[config.mk]
export PLATFORM = sky130hd
export DESIGN_NAME = mem_bus_arbiter
export DESIGN_NICKNAME = d
export VERILOG_FILES = /design/src/rtl/mem_bus_arbiter.sv
export SDC_FILE = /design/constraint.sdc
export NUM_CORES = 1
export LEC_CHECK = 0
export CAP_MARGIN = 20
export CORE_AREA = 2 2 123 125
export DETAILED_ROUTE_END_ITERATION = 10
export DIE_AREA = 0 0 125 127
export GPL_TIMING_DRIVEN = 0
export PLACE_DENSITY = 0.59
export SETUP_SLACK_MARGIN = 0.02
export SLEW_MARGIN = 10
export SYNTH_ARGS = -nofsm -noshare
export SYNTH_HDL_FRONTEND = slang
export SYNTH_SLANG_ARGS = --single-unit
[constraint.sdc]
create_clock -name clk_i -period 2.1 [get_ports clk_i]
set_input_delay 0.315 -clock clk_i [delete_from_list [all_inputs] [get_ports clk_i]]
set_output_delay 0.315 -clock clk_i [all_outputs]
set_load 0.005 [all_outputs]
[src/rtl/mem_bus_arbiter.sv]
// Two-master Wishbone arbiter (round-robin or fixed priority) in front of the RAM slave port.
// Define ARB_TIMEOUT_EN to add a per-transfer ack timeout reported on m*_err_o.
module mem_bus_arbiter #(
  parameter int unsigned AW             = 32,
  parameter int unsigned DW             = 32,
  parameter int unsigned PRIORITY_MODE  = 0,
  parameter int unsigned TIMEOUT_CYCLES = 255
) (
  input  logic            clk_i,
  input  logic            rst_i,
  input  logic            m0_stb_i,
  input  logic            m0_we_i,
  input  logic [AW-1:0]   m0_adr_i,
  input  logic [DW-1:0]   m0_dat_i,
  input  logic [DW/8-1:0] m0_sel_i,
  output logic [DW-1:0]   m0_dat_o,
  output logic            m0_ack_o,
  output logic            m0_err_o,
  input  logic            m1_stb_i,
  input  logic            m1_we_i,
  input  logic [AW-1:0]   m1_adr_i,
  input  logic [DW-1:0]   m1_dat_i,
  input  logic [DW/8-1:0] m1_sel_i,
  output logic [DW-1:0]   m1_dat_o,
  output logic            m1_ack_o,
  output logic            m1_err_o,
  output logic            s_cyc_o,
  output logic            s_stb_o,
  output logic            s_we_o,
  output logic [AW-1:0]   s_adr_o,
  output logic [DW-1:0]   s_dat_o,
  output logic [DW/8-1:0] s_sel_o,
  input  logic [DW-1:0]   s_dat_i,
  input  logic            s_ack_i,
  output logic [1:0]      gnt_o
);

  typedef enum logic [1:0] {
    IDLE = 2'd0,
    GNT0 = 2'd1,
    GNT1 = 2'd2
  } state_t;

  state_t r_state;
  state_t w_state_nxt;
  logic   r_last_grant;
  logic   w_last_grant_nxt;
  logic   w_tmo_hit;

  assign m0_dat_o = s_dat_i;
  assign m1_dat_o = s_dat_i;

`ifdef ARB_TIMEOUT_EN
  logic [7:0] r_tmo_cnt;

  // Counts granted cycles without ack; any state change (entry or exit) clears it.
  always_ff @(posedge clk_i or negedge rst_i) begin
    if (!rst_i) begin
      r_tmo_cnt <= 8'd0;
    end else if ((r_state == IDLE) || (w_state_nxt != r_state)) begin
      r_tmo_cnt <= 8'd0;
    end else begin
      r_tmo_cnt <= r_tmo_cnt + 8'd1;
    end
  end

  // Hit depends only on the count so the slave strobe never depends on s_ack_i.
  assign w_tmo_hit = (r_state != IDLE) && (r_tmo_cnt == 8'(TIMEOUT_CYCLES));
`else
  logic [7:0] w_unused_timeout;
  assign w_unused_timeout = 8'(TIMEOUT_CYCLES);
  assign w_tmo_hit        = 1'b0;
`endif

  always_ff @(posedge clk_i or negedge rst_i) begin
    if (!rst_i) begin
      r_state      <= IDLE;
      r_last_grant <= 1'b1;
    end else begin
      r_state      <= w_state_nxt;
      r_last_grant <= w_last_grant_nxt;
    end
  end

  // Arbitration, slave mux and ack/err routing.
  always_comb begin
    w_state_nxt      = r_state;
    w_last_grant_nxt = r_last_grant;
    s_cyc_o          = 1'b0;
    s_stb_o          = 1'b0;
    s_we_o           = 1'b0;
    s_adr_o          = '0;
    s_dat_o          = '0;
    s_sel_o          = '0;
    m0_ack_o         = 1'b0;
    m1_ack_o         = 1'b0;
    m0_err_o         = 1'b0;
    m1_err_o         = 1'b0;
    gnt_o            = 2'b00;
    case (r_state)
      IDLE: begin
        if (m0_stb_i && m1_stb_i) begin
          w_state_nxt = ((PRIORITY_MODE == 1) || r_last_grant) ? GNT0 : GNT1;
        end else if (m0_stb_i) begin
          w_state_nxt = GNT0;
        end else if (m1_stb_i) begin
          w_state_nxt = GNT1;
        end
      end
      GNT0: begin
        gnt_o    = 2'b01;
        s_cyc_o  = m0_stb_i && !w_tmo_hit;
        s_stb_o  = m0_stb_i && !w_tmo_hit;
        s_we_o   = m0_we_i;
        s_adr_o  = m0_adr_i;
        s_dat_o  = m0_dat_i;
        s_sel_o  = m0_sel_i;
        m0_ack_o = s_ack_i;
        m0_err_o = w_tmo_hit && m0_stb_i && !s_ack_i;
        if (s_ack_i || !m0_stb_i || w_tmo_hit) begin
          w_state_nxt      = IDLE;
          w_last_grant_nxt = 1'b0;
        end
      end
      GNT1: begin
        gnt_o    = 2'b10;
        s_cyc_o  = m1_stb_i && !w_tmo_hit;
        s_stb_o  = m1_stb_i && !w_tmo_hit;
        s_we_o   = m1_we_i;
        s_adr_o  = m1_adr_i;
        s_dat_o  = m1_dat_i;
        s_sel_o  = m1_sel_i;
        m1_ack_o = s_ack_i;
        m1_err_o = w_tmo_hit && m1_stb_i && !s_ack_i;
        if (s_ack_i || !m1_stb_i || w_tmo_hit) begin
          w_state_nxt      = IDLE;
          w_last_grant_nxt = 1'b1;
        end
      end
      default: w_state_nxt = IDLE;
    endcase
  end

endmodule

==> flow_metrics.tcl <==
set metrics [dict create \
    status "finished, violations left" \
    violations "negative setup slack" \
    antenna_found_initial 0 \
    crit_fanout 10 \
    setup_viol 1 \
    drc 0 \
    worstPathArrival_ps 1800 \
    vias 2935 \
    r2r_slack_ps 360 \
    path_cells "buf_12 > inv_4 > ha_4 > buf_8 > buf_6 > a22oi_2 > nor2b_1 > dlygate4sd2_1" \
    fill_cells 1485 \
    die_w_microns 125 \
    wl_per_cell_microns 14.85 \
    required_ps 1780 \
    worstSetupPathType "flip-flop to primary output" \
    slowest_stage "dfrtp_2" \
    drt-vias-per-instance 3.988 \
    cpLargestDelayFamily "buffers and inverters" \
    max_freq_mhz 472.0 \
    grt_max_degree 11 \
    fin_hold_ws_ps 278.9 \
    reg2reg_from "r_state[0]" \
    grt_usage_pct 12.38 \
    crit_path_end_kind "primary output" \
    synth_common_cells "70 x a22oi_1, 70 x nor2b_1, 68 x buf_4" \
    core_area_sq_mm 0.01442 \
    async_reset_ff_share_pct 100.0 \
    syn_area_sq_mm 0.001846 \
    finalHoldViolations 0 \
    portBuffers 281 \
    fin_cells 736 \
    max_stage_delay_ps 410 \
    ys_seq_area_share_pct 4.136 \
    grt.overflow.total 0 \
    wl_microns 10930 \
    clock-root-buffer "clkbuf_16" \
    cts_buffers 3 \
    leakage_nw 2.455 \
    insertion_delay_ps 230 \
    multi_input_comb_area_sq_mm 0.001363 \
    setup_slack_ps -18.46 \
    grt_setup_unrepaired "yes" \
    die-area_sq_mm 0.01588 \
    drt_iter0_markers 65 \
    postRouteAntennaNets 0 \
    syn2layout_area_growth_pct 194.0 \
    synth.area.top_cells "a22oi_1 28%, buf_4 28%, nor2b_1 24%" \
    placed_cell_area_sq_mm 0.004892 \
    synth_edf_count 0 \
    globalplace.congestion 0.7766 \
    peakVddDrop_v 0.0005473 \
    min_period_ps 2118 \
    drt_first_pass_iters 4 \
    rows 44 \
    io_pins 316 \
    ff2ff_path_depth 7 \
    syn_inst 257 \
    cts_buffer_depth 2 \
    netlist.area_leader.share_pct 28.47 \
    path_buf_inv 5 \
    cts_tree "done" \
    clock_sinks 3 \
    period_share_pct 100.9 \
    skew_ps 2.858 \
    power.density_mw_per_mm2 854.7 \
    n_antenna_cell 0 \
    hold_path.class "input port to async pin" \
    synth_top_area_cell "a22oi_1" \
    final_area_sq_mm 0.005425 \
    dp.cells 723 \
    seqCellArea_sq_um 78.83 \
    slew_violations 0 \
    htreeDepth 1 \
    grt_pass1_wl_microns 15990 \
    hold_buffers 0 \
    drive_gt1_share_pct 28.62 \
    start_kind "flip-flop" \
    ys.flop_type "dfrtp_1" \
    die_h_microns 127 \
    synth_cell_types 21 \
    fin_nets 733 \
    ys_seq_elements 3 \
    grt_pass1_vias 3034 \
    start_util_pct 12.79 \
    maxCapViolCount 0 \
    synth_area_per_cell_sq_um 7.181 \
    reg2reg_to "r_last_grant" \
    final_core_util_pct 37.61 \
    hpwl_microns 9091 \
    path_clk_slew_ps 30 \
    yosysWarnings 0 \
]
[layout by cell type, fill, tap and decap left out, drive strengths merged, types with 3 or more instances in the layout]
| cell type | synthesis | layout |
|---|---|---|
| ha | 5 | 5 |
| clkbuf | 10 | 18 |
| buf | 81 | 94 |
| nor2b | 70 | 70 |
| clkdlybuf4s15 | 0 | 5 |
| dlymetal6s2s | 0 | 14 |
| clkdlybuf4s50 | 0 | 208 |
| dlygate4sd2 | 0 | 46 |
| a22oi | 71 | 71 |
| inv | 3 | 3 |
| o22ai | 3 | 3 |
[per-stage QoR]
step / setup WS, ps / TNS, ps / total power [W]
floorplan: 376.9 / 0 / 0.001877
global placement: -507.1 / -26470 / 0.003707
detailed placement: -528.5 / -28890 / 0.003741
CTS: -185.4 / -2089 / 0.004504
global route: -79.99 / -642.0 / 0.004971
finish: -18.46 / -18.46 / 0.004637
[logic make-up after synthesis]
| group | synth area share (%) |
|---|---|
| buffers and inverters | 34.17 |
| AOI/OAI and AO/OA | 32.20 |
| and+or+nand+nor | 25.08 |
| adders and majority gates | 3.390 |
| DFF | 4.136 |
| muxes | 0.8133 |
| other | 0.2032 |
[per-layer routing]
layer	part of all wire, %	GRT usage, %	vias to the layer above	wire (microns)
met5	0	0	-	0
met4	0.69	1.830	0	75
met3	8.0	2.931	6	877
met2	53	24.78	179	5833
met1	38	13.38	1326	4141
li1	-	-	1424	-
[worst register-to-register path: cells and delay by family, from the launching register on]
| family | cells | cell delay, ps |
|---|---|---|
| compound gates | 2 | 320 |
| fa+ha+maj | 1 | 160 |
| buf+inv | 3 | 460 |
| mux | 1 | 310 |
| flops | 1 | 420 |
[how the worst max path moves through the flow]
| stage | startpoint | end | slack, ps | cells after the start |
|---|---|---|---|---|
| 3_3_place_gp | r_state[0] | s_sel_o[3] | -510 | 7 |
| 5_1_grt | r_state[1] | s_sel_o[3] | -80 | 8 |
| 3_5_place_dp | r_state[0] | s_stb_o | -530 | 8 |
| 4_1_cts | r_state[0] | s_dat_o[3] | -190 | 5 |
| 6_report | r_state[1] | s_sel_o[3] | -20 | 8 |
| 2_1_floorplan | r_state[0] | s_stb_o | 380 | 7 |
[power by group]
group	total [W]	switching, W	internal (W)	leakage [nW]
Combinational	0.00421	0.00173	0.00247	2.38
Clock	0.000311	0.0000597	0.000251	0.0382
Sequential	0.000119	0.0000268	0.0000921	0.0335
Total	0.00464	0.00182	0.00282	2.46
[flip-flops by register name, indices dropped and copies added, names as in the netlist]
signal / flops
r_state: 2
r_last_grant: 1
[repair_timing]
item / 4_1_cts / 5_1_grt
pin swaps: 1 / 1
gates cloned: 1 / 0
setup buffers: 5 / 4
setup endpoints to repair: 72 / 73
gates resized for setup: 151 / 61
[layout make-up]
cell class,instances,area share [%]
repair buffers,291,52.35
multi-input cells,161,25.12
plain buffers,90,15.08
well taps,184,4.244
flip-flops and latches,3,1.453
clock buffers,4,1.453
inverters,3,0.2998
(Power assumes the default switching activity.)
